--- config.mk ---
export PLATFORM = sky130hd
export DESIGN_NAME = adder_rr_arbiter
export DESIGN_NICKNAME = d
export VERILOG_FILES = /design/src/rtl/adder_arb_pkg.sv /design/src/rtl/rr_grant.sv /design/src/rtl/adder_rr_arbiter.sv
export SDC_FILE = /design/constraint.sdc
export NUM_CORES = 1
export LEC_CHECK = 0
export BUFFER_PORTS_ARGS = -buffer_cell sky130_fd_sc_hd__buf_2
export CAP_MARGIN = 10
export CORE_UTILIZATION = 35
export DETAILED_ROUTE_END_ITERATION = 7
export GPL_TIMING_DRIVEN = 0
export PLACE_DENSITY = 0.72
export SLEW_MARGIN = 20
export SYNTH_ARGS = -nofsm -noshare
export SYNTH_HDL_FRONTEND = slang
export SYNTH_SLANG_ARGS = --single-unit
--- constraint.sdc ---
create_clock -name clk -period 3.6 [get_ports clk]
set_clock_uncertainty 0.05 [all_clocks]
set_input_delay 0.36 -clock clk [delete_from_list [all_inputs] [get_ports clk]]
set_output_delay 0.36 -clock clk [all_outputs]
set_load 0.01 [all_outputs]
--- src/rtl/adder_arb_pkg.sv ---
// -----------------------------------------------------------------------------
// adder_arb_pkg
//   Shared definitions for the round-robin adder arbiter:
//     - default requester count and operand width
//     - requester ID width and the {vld, id} tag carried alongside each
//       in-flight operation
//     - width of the issue counter and its saturating-increment helper
// -----------------------------------------------------------------------------
package adder_arb_pkg;

  localparam int unsigned DEF_NUM_REQ = 4;
  localparam int unsigned DEF_DATA_W  = 8;

  localparam int unsigned ID_W        = $clog2(DEF_NUM_REQ);

  localparam int unsigned ISSUE_CNT_W = 16;

  typedef struct packed {
    logic            vld;
    logic [ID_W-1:0] id;
  } arb_tag_t;

  // Increment that sticks at all-ones instead of wrapping.
  function automatic logic [ISSUE_CNT_W-1:0] sat_inc(input logic [ISSUE_CNT_W-1:0] v);
    return (v == '1) ? v : v + 1'b1;
  endfunction

endpackage

--- src/rtl/rr_grant.sv ---
// -----------------------------------------------------------------------------
// rr_grant
//   Purely combinational round-robin picker. The search starts at ptr and
//   walks ptr, ptr+1, ... modulo NUM_REQ. The first requester found with
//   req_valid set wins.
//
//   Ports:
//     req_valid  in   NUM_REQ  pending requests
//     ptr        in   SEL_W    requester that has highest priority this cycle
//     grant      out  NUM_REQ  one-hot grant (all zero when nothing pending)
//     grant_idx  out  SEL_W    binary index of the granted requester
//                              (0 when nothing pending)
// -----------------------------------------------------------------------------
module rr_grant
  import adder_arb_pkg::*;
#(
  parameter int unsigned NUM_REQ = DEF_NUM_REQ,
  parameter int unsigned SEL_W   = ID_W
) (
  input  logic [NUM_REQ-1:0] req_valid,
  input  logic [SEL_W-1:0]   ptr,
  output logic [NUM_REQ-1:0] grant,
  output logic [SEL_W-1:0]   grant_idx
);

  logic [SEL_W-1:0] pos;
  logic             found;

  always_comb begin
    grant     = '0;
    grant_idx = '0;
    found     = 1'b0;
    pos       = '0;
    for (int unsigned k = 0; k < NUM_REQ; k++) begin
      pos = SEL_W'((32'(ptr) + k) % NUM_REQ);
      if (!found && req_valid[pos]) begin
        found      = 1'b1;
        grant[pos] = 1'b1;
        grant_idx  = pos;
      end
    end
  end

endmodule

--- src/rtl/adder_rr_arbiter.sv ---
// -----------------------------------------------------------------------------
// adder_rr_arbiter
//   Shares one registered adder between NUM_REQ requesters. One operand pair
//   is accepted per cycle under round-robin arbitration, registered onto the
//   adder inputs, and the requester ID travels down a tag pipeline so the
//   sum can be routed back to the requester that issued it.
//
//   Ports:
//     clk        in   1                 rising-edge clock
//     reset      in   1                 asynchronous reset, active low
//     req_valid  in   NUM_REQ           per-requester request
//     req_ready  out  NUM_REQ           one-hot grant (combinational)
//     req_a      in   NUM_REQ*DATA_W    packed operand A, slice i = requester i
//     req_b      in   NUM_REQ*DATA_W    packed operand B
//     rsp_valid  out  NUM_REQ           one-cycle result pulse to the issuer
//     rsp_data   out  DATA_W+1          sum including carry
//     add_valid  out  1                 to adder valid
//     add_a      out  DATA_W            to adder a
//     add_b      out  DATA_W            to adder b
//     add_c      in   DATA_W+1          from adder c
//     issue_cnt  out  16                saturating count of fired requests
//
//   Timing (fire in cycle T):
//     T+1           add_valid/add_a/add_b presented to the adder
//     T+1+ADDER_LAT adder result on add_c, tag pipe tail holds {1, id}
//     T+2+ADDER_LAT rsp_valid[id] and rsp_data
// -----------------------------------------------------------------------------
module adder_rr_arbiter
  import adder_arb_pkg::*;
#(
  parameter int unsigned NUM_REQ   = DEF_NUM_REQ,
  parameter int unsigned DATA_W    = DEF_DATA_W,
  parameter int unsigned ADDER_LAT = 1
) (
  input  logic                      clk,
  input  logic                      reset,
  input  logic [NUM_REQ-1:0]        req_valid,
  output logic [NUM_REQ-1:0]        req_ready,
  input  logic [NUM_REQ*DATA_W-1:0] req_a,
  input  logic [NUM_REQ*DATA_W-1:0] req_b,
  output logic [NUM_REQ-1:0]        rsp_valid,
  output logic [DATA_W:0]           rsp_data,
  output logic                      add_valid,
  output logic [DATA_W-1:0]         add_a,
  output logic [DATA_W-1:0]         add_b,
  input  logic [DATA_W:0]           add_c,
  output logic [ISSUE_CNT_W-1:0]    issue_cnt
);

  localparam int unsigned SEL_W = (NUM_REQ > 1) ? $clog2(NUM_REQ) : 1;
  // Tail entry lines up with the cycle in which add_c carries the result.
  localparam int unsigned DEPTH = ADDER_LAT + 1;

  // Same layout as arb_tag_t, but sized from this instance's NUM_REQ so
  // non-default requester counts still carry a wide enough ID.
  typedef struct packed {
    logic             vld;
    logic [SEL_W-1:0] id;
  } tag_t;

  logic [SEL_W-1:0]   ptr;
  logic [SEL_W-1:0]   ptr_next;
  logic [NUM_REQ-1:0] grant;
  logic [SEL_W-1:0]   grant_idx;
  logic               fire;
  logic [DATA_W-1:0]  sel_a;
  logic [DATA_W-1:0]  sel_b;
  tag_t               tag_pipe [DEPTH];
  tag_t               tail;
  logic [NUM_REQ-1:0] tail_onehot;

  rr_grant #(
    .NUM_REQ (NUM_REQ),
    .SEL_W   (SEL_W)
  ) u_rr_grant (
    .req_valid (req_valid),
    .ptr       (ptr),
    .grant     (grant),
    .grant_idx (grant_idx)
  );

  // Grant is masked while reset is asserted so nothing appears ready.
  assign req_ready = reset ? grant : '0;
  assign fire      = |(req_valid & req_ready);

  assign ptr_next  = (32'(grant_idx) == NUM_REQ - 1) ? '0 : grant_idx + 1'b1;

  assign sel_a     = req_a[grant_idx*DATA_W +: DATA_W];
  assign sel_b     = req_b[grant_idx*DATA_W +: DATA_W];

  assign tail        = tag_pipe[DEPTH-1];
  assign tail_onehot = NUM_REQ'(1) << tail.id;

  always_ff @(posedge clk or negedge reset) begin
    if (!reset) begin
      ptr       <= '0;
      add_valid <= 1'b0;
      add_a     <= '0;
      add_b     <= '0;
      issue_cnt <= '0;
      rsp_valid <= '0;
      rsp_data  <= '0;
      for (int unsigned k = 0; k < DEPTH; k++) begin
        tag_pipe[k] <= '0;
      end
    end else begin
      // Issue stage
      add_valid <= fire;
      if (fire) begin
        ptr       <= ptr_next;
        add_a     <= sel_a;
        add_b     <= sel_b;
        issue_cnt <= sat_inc(issue_cnt);
      end

      // Tag pipeline: never stalls, so IDs stay aligned with adder results.
      tag_pipe[0].vld <= fire;
      tag_pipe[0].id  <= grant_idx;
      for (int unsigned k = 1; k < DEPTH; k++) begin
        tag_pipe[k] <= tag_pipe[k-1];
      end

      // Response stage
      rsp_valid <= tail.vld ? tail_onehot : '0;
      if (tail.vld) begin
        rsp_data <= add_c;
      end
    end
  end

endmodule

==> results by group, run 1 <==
Run status
  • Status: complete, but fails checks
  • Failing checks: design-rule violations

Clocking
  • Worst skew pair latency: between 0.3 and 0.4 ns
  • Max Buffers Root-to-Sink: 2
  • Root buf cell: clkbuf_8
  • H-tree Lvls: 2
  • Total CTS buffers: 5
  • Hold buffer count at CTS: 0
  • Clk slew on worst S/H paths: 0.11 ns
  • Sink Count: 53
  • CTS tree: done

Synth
  • Sequential share of the synthesized area: 0.410
  • Synth top area cells: dfrtp_1, mux2i_1, mux2_2
  • Syn Nets: between 300 and 400
  • Synthesis Warnings: 0
  • Yosys reg bits: 53
  • Commonest cells in the netlist: dfrtp_1, mux2i_1, mux2_2
  • Ys async rst share: 1.00
  • Cell taking the most area after synthesis: dfrtp_1
  • Synth Cell Area: roughly 3200 µm²
  • Most frequent cell after synthesis: dfrtp_1
  • Post-synth EDFFs: 0
  • Yosys cell types: 46
  • Top FF cell, synth: dfrtp_1
  • Syn Inst Count: just under 300
  • Mapped Avg Cell Area: 11.0 µm²
  • Top-area cell type share of the netlist area: 0.410

Global route
  • Global route overflow: 0
  • Vias in the first global route: 2814
  • Gr usage total: 0.164
  • Initial antenna violation count: 0
  • Largest net degree at the start of global routing: 55
  • First-pass GRT wire length: between 10 and 15 mm

Placed design
  • IO buf count: 128
  • Place WS: -0.289 ns
  • Placed insts: 531
  • Post-DP Area: 4020 µm²
  • RD Place Congestion: roughly 0.86
  • DPL Wire Length: 5.75 mm

Setup path
  • CP endpoint kind: register
  • Crit-path max FO: 10
  • Req. time, crit path: between 3 and 4 ns
  • Worst Setup Start Kind: register
  • Critical path type: reg2reg
  • Worst endpoint data arrival time: 3.63 ns

Power and ir drop
  • Peak VDD IR: 0.402 mV
  • Power Internal: 0.00211 W
  • Switch Pwr: 0.00143 W
  • PwrDens: 838 nW/µm²
  • Part of the power in registers: 0.274
  • Sw frac: 0.404
  • Comb pwr share: 0.623
  • Static leakage: roughly 2.1 nW
  • Clock share of power: 0.103

Drt
  • First drt pass iteration count: 8
  • Vias per std cell: 5.14
  • Drt drc: 2
  • Final ANT Viol Nets: 0
  • Routed wire length per instance: 14.0 µm
  • DR vias: 2819
  • Total Wirelength: 7.66 mm
  • Drt first-iter violations: 105

Cells and area
  • Area Growth Syn to Fin: 30.3%
  • Diodes inserted: 0
  • Post-layout util: 0.477
  • Layout cell share with drive strength beyond 1: 0.445
  • Final Non-Filler Cells: roughly 550
  • Layout Nets: 528
  • Final instance area: about 4200 µm²

Timing
  • Final WS setup: 0.124 ns
  • Tmin final: 3.48 ns
  • Min Hold Slack: 0.0246 ns
  • Slew margin rel.: 0.540
  • Final Hold Vio Count: 0
  • Pins Over Slew Limit: 0
  • Endpoints failing setup: 0
  • Worst Max-Slew Pin Slew: 0.690 ns
  • Ratio of final minimum period to clock period: 0.966
  • Max Freq: between 200 and 300 MHz

Worst hold path
  • Hold WC Path Type: in2async

Die
  • I/O pins: 129
  • Chip height: 98.2 µm
  • Die area: 9640 µm²
  • Row count: 34
  • Die span in x: roughly 98 µm
  • Initial core utilization: 0.366
  • Core Footprint: 8850 µm²

Run
  • Max Cap Viol: 0
critical path, cell delays in order, from the launching register on:
cell and delay (ns):
dfrtp_1 0.39, buf_6 0.17, clkinvlp_4 0.11, ha_1 0.34, mux4_2 0.57, or3b_1 0.42
a221oi_2 0.24, a2111oi_0 0.09, a31oi_1 0.29, buf_4 0.16, buf_4 0.18, mux2_2 0.35
layer usage:
layer  vias to the layer above  routed length (µm)  share of wire  track usage
li1                       1362                   -              -            -
met1                      1345                3220           0.42        0.195
met2                       101                3890           0.51        0.300
met3                        11                 445          0.058       0.0322
met4                         0                  99          0.013       0.0436
met5                         -                   0              0            0
final timing paths:
path                                       startpoint  slack [ns]  depth (start not counted)                       to
worst max-delay path               ptr[0]$_DFFE_PN0P_        0.12                         11     add_a[6]$_DFFE_PN0P_
worst max register to register     ptr[0]$_DFFE_PN0P_        0.12                         11     add_a[6]$_DFFE_PN0P_
worst min register to register  tag_pipe[3]$_DFF_PN0_        0.31                          0    tag_pipe[0]$_DFF_PN0_
worst min-delay path                            reset        0.02                          1     add_a[3]$_DFFE_PN0P_
max in group asynchronous                       reset        2.97                          1       ptr[1]$_DFFE_PN0P_
min in group clk                             add_c[0]        0.23                          2  rsp_data[0]$_DFFE_PN0P_
power by group through the flow:
stage,combinational [W],sequential [W],clock (W)
finish,0.00220,0.000969,0.000363
global placement,0.00202,0.000970,0
CTS,0.00208,0.000982,0.000381
detailed placement,0.00207,0.000985,0
floorplan,0.00142,0.00106,0
global route,0.00241,0.00101,0.000399
state kept, by name (all words and copies together) (netlist names):
register and flops:
add_a 8, rsp_data 9, rsp_valid 4, tag_pipe 6, issue_cnt 16, ptr 2, add_b 8
logic make-up after synthesis:
family,share of synthesized area
multiplexers,0.270
flip-flops,0.410
adder cells (fa/ha/maj),0.0387
AO/OA/AOI/OAI,0.0777
XOR/XNOR,0.0325
AND/OR/NAND/NOR,0.119
buffers and inverters,0.0526
cells in the final DEF (no fill, tap or decap), types with 6 or more instances in the layout:
cell type  count
and3_1         6
nor2_1        13
nand3_1       14
buf_6          6
nand2_1       17
mux2i_1       48
inv_1         10
o21ai_0        9
nand4_1        7
buf_2        128
buf_4         15
mux2_2        26
xnor2_1       12
dfrtp_1       52
ha_1          10
through the flow:
step / setup TNS [ns] / power, W
6_report: 0 / 0.00354
5_1_grt: -0.00301 / 0.00381
4_1_cts: 0 / 0.00344
3_5_place_dp: -6.99 / 0.00305
3_3_place_gp: -3.97 / 0.00299
2_1_floorplan: 0 / 0.00249
area by class of cell:
cell class | count | area (µm²)
Tap cell | 108 | 135
Buffer | 18 | 136
Sequential cell | 53 | 1330
Inverter | 11 | 45.0
Clock inverter | 3 | 26.3
Multi-Input combinational cell | 212 | 1750
Clock buffer | 5 | 68.8
Timing Repair Buffer | 138 | 731
Fill cell | 863 | 4630
timing repair:
item,CTS,global route
setup endpoints to repair,38,33
gates resized for setup,4,4
pin swaps,1,1
setup buffers,1,9
endpoints found under the hold margin,0,0
Note: power is estimated with default switching activity, not from simulation.
==> run 2: changes to the inputs <==
--- a/config.mk
+++ b/config.mk
@@ -10,7 +10,7 @@
 export CORE_UTILIZATION = 35
 export DETAILED_ROUTE_END_ITERATION = 7
 export GPL_TIMING_DRIVEN = 0
-export PLACE_DENSITY = 0.72
+export PLACE_DENSITY = 0.7
 export SLEW_MARGIN = 20
 export SYNTH_ARGS = -nofsm -noshare
 export SYNTH_HDL_FRONTEND = slang
==> constraint.sdc (replaced) <==
create_clock -name clk -period 4.1 [get_ports clk]
set_clock_uncertainty 0.05 [all_clocks]
set_input_delay 0.41 -clock clk [delete_from_list [all_inputs] [get_ports clk]]
set_output_delay 0.41 -clock clk [all_outputs]
set_load 0.01 [all_outputs]
==> run 2 against run 1 <==
  * The run still ends with design-rule violations left
  * Largest power group unchanged
  * Sequential power fell by 11%
  * Clock-buffer cell count stayed put
  * Total power fell by 16%
==> results by group, run 2 (synthesized netlist as in run 1, its figures left out) <==
Die
  • Initial core utilization: 0.366 (unchanged)
  • Die area: 9640 µm² (unchanged)
  • Row count: 34 (unchanged)
  • Die span in x: 98.2 µm (unchanged)
  • Core Footprint: 8850 µm² (unchanged)
  • Chip height: 98.2 µm (unchanged)
  • I/O pins: 129 (unchanged)

Worst hold path
  • Hold WC Path Type: in2async

Cells and area
  • Largest Register: issue_cnt
  • Top flop regs: issue_cnt x16, rsp_data x9
  • Diodes inserted: 0 (unchanged)
  • Leading cell type in the layout, fill and taps excluded: buf_2
  • Layout cell share with drive strength beyond 1: 0.423 (-0.0222)
  • Area Growth Syn to Fin: 26.9%
  • Largest register FFs: 16 (unchanged)
  • Most frequent cells in the layout: buf_2, dfrtp_1, mux2i_1, mux2_2, nand2_1
  • Layout Nets: 518 (-1.9%)

Drt
  • Top Layer Used: met4
  • Routed wire length per instance: 13.6 µm (-2.5%)
  • Met3 WL: 395 µm (-11%)
  • Total Wirelength: 7.33 mm (-4.3%)
  • First drt pass iteration count: 8 (unchanged)
  • Routed wire length on met2: 3.72 mm (-4.4%)
  • Drt drc: 1 (-1)
  • Met1 WL: 3.14 mm (-2.5%)
  • Final ANT Viol Nets: 0 (unchanged)
  • DR vias: 2808 (-0.39%)
  • Vias per std cell: 5.22 (+1.5%)
  • Drt first-iter violations: 74 (-30%)

Timing
  • Max Freq: 260 MHz (-9.6%)
  • Setup TNS: 0 ns (unchanged)
  • Slew margin rel.: 0.556 (+0.0161)
  • Pins Over Slew Limit: 0 (unchanged)
  • Unrepaired setup endpoints after global routing: no
  • Ratio of final minimum period to clock period: 0.938 (-0.0272)
  • Final Hold Vio Count: 0 (unchanged)
  • Tmin final: 3.85 ns (+0.371 ns)
  • Worst Max-Slew Pin Slew: 0.666 ns (-0.0241 ns)
  • Endpoints failing setup: 0 (unchanged)
  • Final WS setup: 0.253 ns (+0.129 ns)

Placed design
  • IO buf count: 128 (unchanged)
  • DPL Wire Length: 5.64 mm (-1.9%)
  • RD Place Congestion: 0.838 (-2.4%)
  • Place WS: 0.201 ns (+0.490 ns)

Setup path
  • Req. time, crit path: 4.25 ns (+0.50 ns)
  • Reg2Reg Depth: 13 (+2)
  • Crit-path max FO: 11 (+1)
  • Worst endpoint data arrival time: 4.00 ns (+0.37 ns)
  • Reg2Reg Setup Slack: 0.25 ns (+0.13 ns)
  • Critical path type: reg2reg
  • CP endpoint kind: register
  • Worst Setup Start Kind: register

Global route
  • Vias in the first global route: 2760 (-1.9%)
  • Gr usage total: 0.154 (-0.00989)
  • Initial antenna violation count: 0 (unchanged)
  • Largest net degree at the start of global routing: 55 (unchanged)
  • First-pass GRT wire length: 12.3 mm (-5.2%)
  • Global route overflow: 0 (unchanged)

Clocking
  • Total CTS buffers: 5 (unchanged)
  • Sink Count: 53 (unchanged)
  • CTS tree: done
  • Max Buffers Root-to-Sink: 2 (unchanged)
  • Number of post-CTS setup repair buffers: 0 (-1)
  • H-tree Lvls: 2 (unchanged)
  • Root buf cell: clkbuf_8
  • Worst skew pair latency: 0.30 ns (about the same)
  • Clk slew on worst S/H paths: 0.11 ns (about the same)

Power and ir drop
  • Peak VDD IR: 0.351 mV (-13%)
  • Total Power: 0.00296 W (-16%)
  • PwrDens: 721 nW/µm² (-14%)
  • Static leakage: 2.06 nW (-2.6%)

Run status
  • Failing checks: design-rule violations
  • Status: complete, but fails checks

Run
  • Max Cap Viol: 0 (unchanged)
[run 2: cell count changes in the layout (fill, tap and decap cells not counted)]
cell	before	now
nand3_2	1	0
buf_12	1	0
mux2i_1	48	49
buf_6	6	5
inv_1	10	11
buf_2	128	130
mux2i_2	1	0
buf_4	15	5
nand3_1	14	15
dfrtp_1	52	53
clkinvlp_4	3	2
dfrtp_2	1	0
[run 2: final cells by class]
| cell class | instances | area, µm² |
|---|---|---|
| buffer | 18 | 128 |
| timing repair buffer | 128 | 643 |
| sequential | 53 | 1330 |
| fill | 851 | 4740 |
| clock buffer | 5 | 68.8 |
| multi-input combinational | 212 | 1740 |
| inverter | 11 | 41.3 |
| clock inverter | 3 | 26.3 |
| tap | 108 | 135 |
[run 2: routing by layer]
layer | track usage | up-vias
met1 | 0.187 | 1357
li1 | - | 1341
met5 | 0 | -
met3 | 0.0315 | 10
met2 | 0.277 | 100
met4 | 0.0390 | 0
[run 2: power breakdown]
part           internal, W  switching, W
Sequential        0.000728      0.000133
Clock             0.000125      0.000187
Combinational     0.000894      0.000896
Total              0.00175       0.00122
[run 2: worst paths after layout]
path / start / end
min: reset / add_a[1]$_DFFE_PN0P_
max reg2reg: ptr[0]$_DFFE_PN0P_ / add_a[7]$_DFFE_PN0P_
min in group clk: add_c[8] / rsp_data[8]$_DFFE_PN0P_
min reg2reg: tag_pipe[4]$_DFF_PN0_ / tag_pipe[1]$_DFF_PN0_
max in group asynchronous: reset / ptr[1]$_DFFE_PN0P_
max: ptr[0]$_DFFE_PN0P_ / add_a[7]$_DFFE_PN0P_
[run 2: per-stage QoR]
stage	instance area (µm²)	util	hold WS (ns)	cells
final	4110	0.464	0.0764	538
after global routing	4110	0.464	0.134	538
after CTS	4110	0.465	0.112	539
after detailed placement	4020	0.454	0.289	531
after global placement	4010	0.453	0.285	531
after floorplan	3240	-	0.0644	295
[run 2: timing repair]
item,in CTS,in global routing
setup endpoints to repair,0,14
gates resized for setup,0,1
hold buffers,0,0
[run 2: critical path: stages, from the launching register on]
cell       delay [ns]
dfrtp_1          0.44
clkbuf_4         0.25
inv_1            0.16
ha_1             0.37
buf_2            0.23
nand2b_1         0.14
or4b_2           0.62
nand3_1          0.26
a2bb2oi_1        0.23
buf_4            0.21
buf_6            0.19
mux2i_1          0.24
mux2i_1          0.09
mux2_2           0.26
==> run 3: changes to the inputs <==
--- a/config.mk
+++ b/config.mk
@@ -5,12 +5,13 @@
 export SDC_FILE = /design/constraint.sdc
 export NUM_CORES = 1
 export LEC_CHECK = 0
+export ABC_AREA = 1
 export BUFFER_PORTS_ARGS = -buffer_cell sky130_fd_sc_hd__buf_2
 export CAP_MARGIN = 10
 export CORE_UTILIZATION = 35
 export DETAILED_ROUTE_END_ITERATION = 7
 export GPL_TIMING_DRIVEN = 0
-export PLACE_DENSITY = 0.7
+export PLACE_DENSITY = 0.69
 export SLEW_MARGIN = 20
 export SYNTH_ARGS = -nofsm -noshare
 export SYNTH_HDL_FRONTEND = slang
==> run 3 against run 2 <==
  * The flow now finishes without violations
  * Maximum frequency grew 28%
  * Register-to-register slack gained 0.87 ns
  * Wire length rose by 21%
  * Non-clock buffer count increased by 1
  * Total power increased by 28%
  * Sequential share of layout area shrank 2.5 points
  * Synthesized cell count grew 74%
  * Largest power group unchanged
==> results by group, run 3 <==
Run status
  • Status: complete, no violations

Global route
  • Gr usage total: 0.175 (+0.0213)
  • Global route overflow: 0 (unchanged)
  • Largest net degree at the start of global routing: 55 (unchanged)
  • Initial antenna violation count: 0 (unchanged)
  • Vias in the first global route: 3257 (+18%)
  • First-pass GRT wire length: 14.6 mm (+19%)

Timing
  • Unrepaired setup endpoints after global routing: no
  • Worst Max-Slew Pin Slew: 0.686 ns (+0.0200 ns)
  • Tmin final: 3.00 ns (-0.843 ns)
  • Final Hold Vio Count: 0 (unchanged)
  • Slew margin rel.: 0.542 (-0.0133)
  • Pins Over Slew Limit: 0 (unchanged)
  • Max Freq: 333 MHz (+28%)
  • Setup TNS: 0 ns (unchanged)
  • Ratio of final minimum period to clock period: 0.733 (-0.206)
  • Min Hold Slack: 0.0781 ns (+0.00176 ns)
  • Endpoints failing setup: 0 (unchanged)

Cells and area
  • Post-layout util: 0.455 (-0.00891)
  • Layout cell share with drive strength beyond 1: 0.285 (-0.138)
  • Largest register FFs: 16 (unchanged)
  • Area Growth Syn to Fin: 26.1%
  • Leading cell type in the layout, fill and taps excluded: nand2_1
  • Most frequent cells in the layout: nand2_1, buf_2, dfrtp_1, inv_1, nand3_1
  • Fill cells: 1040 (+22%)
  • Layout Nets: 737 (+42%)
  • Top flop regs: issue_cnt x16, rsp_data x9
  • Largest Register: issue_cnt
  • Diodes inserted: 0 (unchanged)

Synth
  • Ys async rst share: 1.00 (unchanged)
  • Synth top area cells: dfrtp_1, nand2_1, nand3_1
  • Sequential share of the synthesized area: 0.376 (-0.0340)
  • Synth Cell Area: 3530 µm² (+9.0%)
  • Commonest cells in the netlist: nand2_1, dfrtp_1, inv_1
  • Most frequent cell after synthesis: nand2_1
  • Syn Inst Count: 513 (+74%)
  • Top-area cell type share of the netlist area: 0.376 (-0.0340)
  • Syn Nets: 602 (+57%)
  • Cell taking the most area after synthesis: dfrtp_1
  • Synthesis Warnings: 0 (unchanged)
  • Post-synth EDFFs: 0 (unchanged)
  • Top FF cell, synth: dfrtp_1
  • Mapped Avg Cell Area: 6.88 µm² (-37%)
  • Yosys cell types: 30 (-35%)
  • Yosys reg bits: 53 (unchanged)

Clocking
  • Number of post-CTS setup repair buffers: 0 (unchanged)
  • H-tree Lvls: 2 (unchanged)
  • Sink Count: 53 (unchanged)
  • Worst skew pair latency: 0.31 ns (about the same)
  • Total CTS buffers: 5 (unchanged)
  • Post-CTS resize count: 0 (unchanged)
  • CTS tree: done
  • Hold buffer count at CTS: 0 (unchanged)
  • Clk slew on worst S/H paths: 0.10 ns (about the same)
  • Max Buffers Root-to-Sink: 2 (unchanged)
  • Root buf cell: clkbuf_8

Drt
  • Total Wirelength: 8.88 mm (+21%)
  • Vias per std cell: 4.47 (-14%)
  • Drt first-iter violations: 70 (-5.4%)
  • Final ANT Viol Nets: 0 (unchanged)
  • Routed wire length per instance: 11.3 µm (-17%)
  • DR vias: 3499 (+25%)
  • Drt drc: 0 (-1)
  • First drt pass iteration count: 4 (-4)

Setup path
  • Critical path's slowest cell: dfrtp_1
  • Req. time, crit path: 3.64 ns (-0.61 ns)
  • Crit-path max FO: 11 (unchanged)
  • Reg2Reg Setup Slack: 1.12 ns (+0.87 ns)
  • CP Buf/Inv Count: 4 (-1)
  • CP endpoint kind: primary output
  • Worst endpoint data arrival time: 2.54 ns (-1.46 ns)
  • Critical path cell sequence: inv_2 > ha_1 > inv_1 > nand3_1 > nand2_1 > nor2_2 > a21boi_1 > nand3_1 > nand2_1 > inv_1 > buf_2
  • Top cell family by delay on the critical path: simple AND/OR/NAND/NOR gates
  • Critical path type: reg2out
  • Worst Setup Start Kind: register
  • CP max stage delay: 0.61 ns (about the same)

Die
  • Chip height: 102 µm (+4.3%)
  • Die area: 10500 µm² (+8.9%)
  • I/O pins: 129 (unchanged)
  • Initial core utilization: 0.361 (-0.00470)
  • Row count: 36 (+5.9%)
  • Core Footprint: 9770 µm² (+10%)
  • Die span in x: 102 µm (+4.3%)

Worst hold path
  • Hold WC Path Type: in2async

Power and ir drop
  • Power Internal: 0.00183 W (+5.0%)
  • Sw frac: 0.516 (+0.105)
  • Clock share of power: 0.096 (-0.009)
  • PwrDens: 851 nW/µm² (+18%)
  • Static leakage: 2.66 nW (+29%)
  • Switch Pwr: 0.00195 W (+61%)
  • Comb pwr share: 0.682 (+0.078)
  • Part of the power in registers: 0.222 (-0.069)
  • Peak VDD IR: 0.792 mV (+130%)

Placed design
  • IO buf count: 128 (unchanged)
  • DPL Wire Length: 6.91 mm (+23%)
  • RD Place Congestion: 0.867 (+3.4%)

Run
  • Max Cap Viol: 0 (unchanged)
run 3: cell count changes after synthesis, sizes merged, moves of 7 or more:
cell / before / now
inv: 11 / 51
nor2: 13 / 29
nand3: 15 / 37
mux2i: 49 / 0
a21oi: 5 / 18
mux2: 28 / 0
nand2: 17 / 257
xor2: 0 / 9
xnor2: 12 / 5
run 3: layout make-up:
cell class | instances | area, µm² | share of cell area
Sequential cell | 53 | 1330 | 0.298
Tap cell | 133 | 166 | 0.0374
Inverter | 51 | 191 | 0.0430
Clock inverter | 3 | 43.8 | 0.00984
Multi-Input combinational cell | 390 | 1870 | 0.420
Timing Repair Buffer | 128 | 643 | 0.144
Clock buffer | 5 | 68.8 | 0.0155
Buffer | 19 | 144 | 0.0323
run 3: worst register-to-register path: cells and delay by family, from the launching register on:
kind            cells  cell delay (ns)
fa+ha+maj           2             0.70
compound gates      2             0.19
simple gates        6             0.60
flops               1             0.61
buf+inv             5             0.70
run 3: final timing paths:
kind | start | endpoint | depth (start not counted)
setup / recovery | ptr[0]$_DFFE_PN0P_ | req_ready[0] | 11
hold / removal | reset | issue_cnt[6]$_DFFE_PN0P_ | 1
setup reg to reg | ptr[0]$_DFFE_PN0P_ | ptr[1]$_DFFE_PN0P_ | 15
hold reg to reg | tag_pipe[4]$_DFF_PN0_ | tag_pipe[1]$_DFF_PN0_ | 0
max in group asynchronous | reset | add_b[1]$_DFFE_PN0P_ | 1
min in group clk | add_c[6] | rsp_data[6]$_DFFE_PN0P_ | 3
run 3: cell families after synthesis:
family                   after synthesis  share of synthesized area
AND/OR/NAND/NOR                      339                      0.400
buffers and inverters                 70                     0.0950
flip-flops                            53                      0.376
AO/OA/AOI/OAI                         27                     0.0588
XOR/XNOR                              14                     0.0347
adder cells (fa/ha/maj)               10                     0.0354
run 3: metrics by stage:
stage	instances	area [µm²]	setup slack [ns]	power, W
2_1_floorplan	513	3530	1.59	0.00275
3_3_place_gp	774	4340	1.21	0.00340
3_5_place_dp	774	4340	1.10	0.00345
4_1_cts	782	4450	1.07	0.00384
5_1_grt	782	4450	0.827	0.00424
6_report	782	4450	1.10	0.00379
run 3: routing by layer:
metal,track usage,share of wire,wire length (µm)
met3,0.0315,0.043,385
met1,0.216,0.44,3910
met5,0,0,0
met4,0.0429,0.013,113
met2,0.313,0.50,4470
run 3: power by group through the flow:
stage          logic (W)  clock network, W  registers (W)
2_1_floorplan    0.00186                 0       0.000896
4_1_cts          0.00261          0.000379       0.000843
3_5_place_dp     0.00260                 0       0.000852
5_1_grt          0.00297          0.000403       0.000865
6_report         0.00258          0.000363       0.000841
3_3_place_gp     0.00256                 0       0.000841
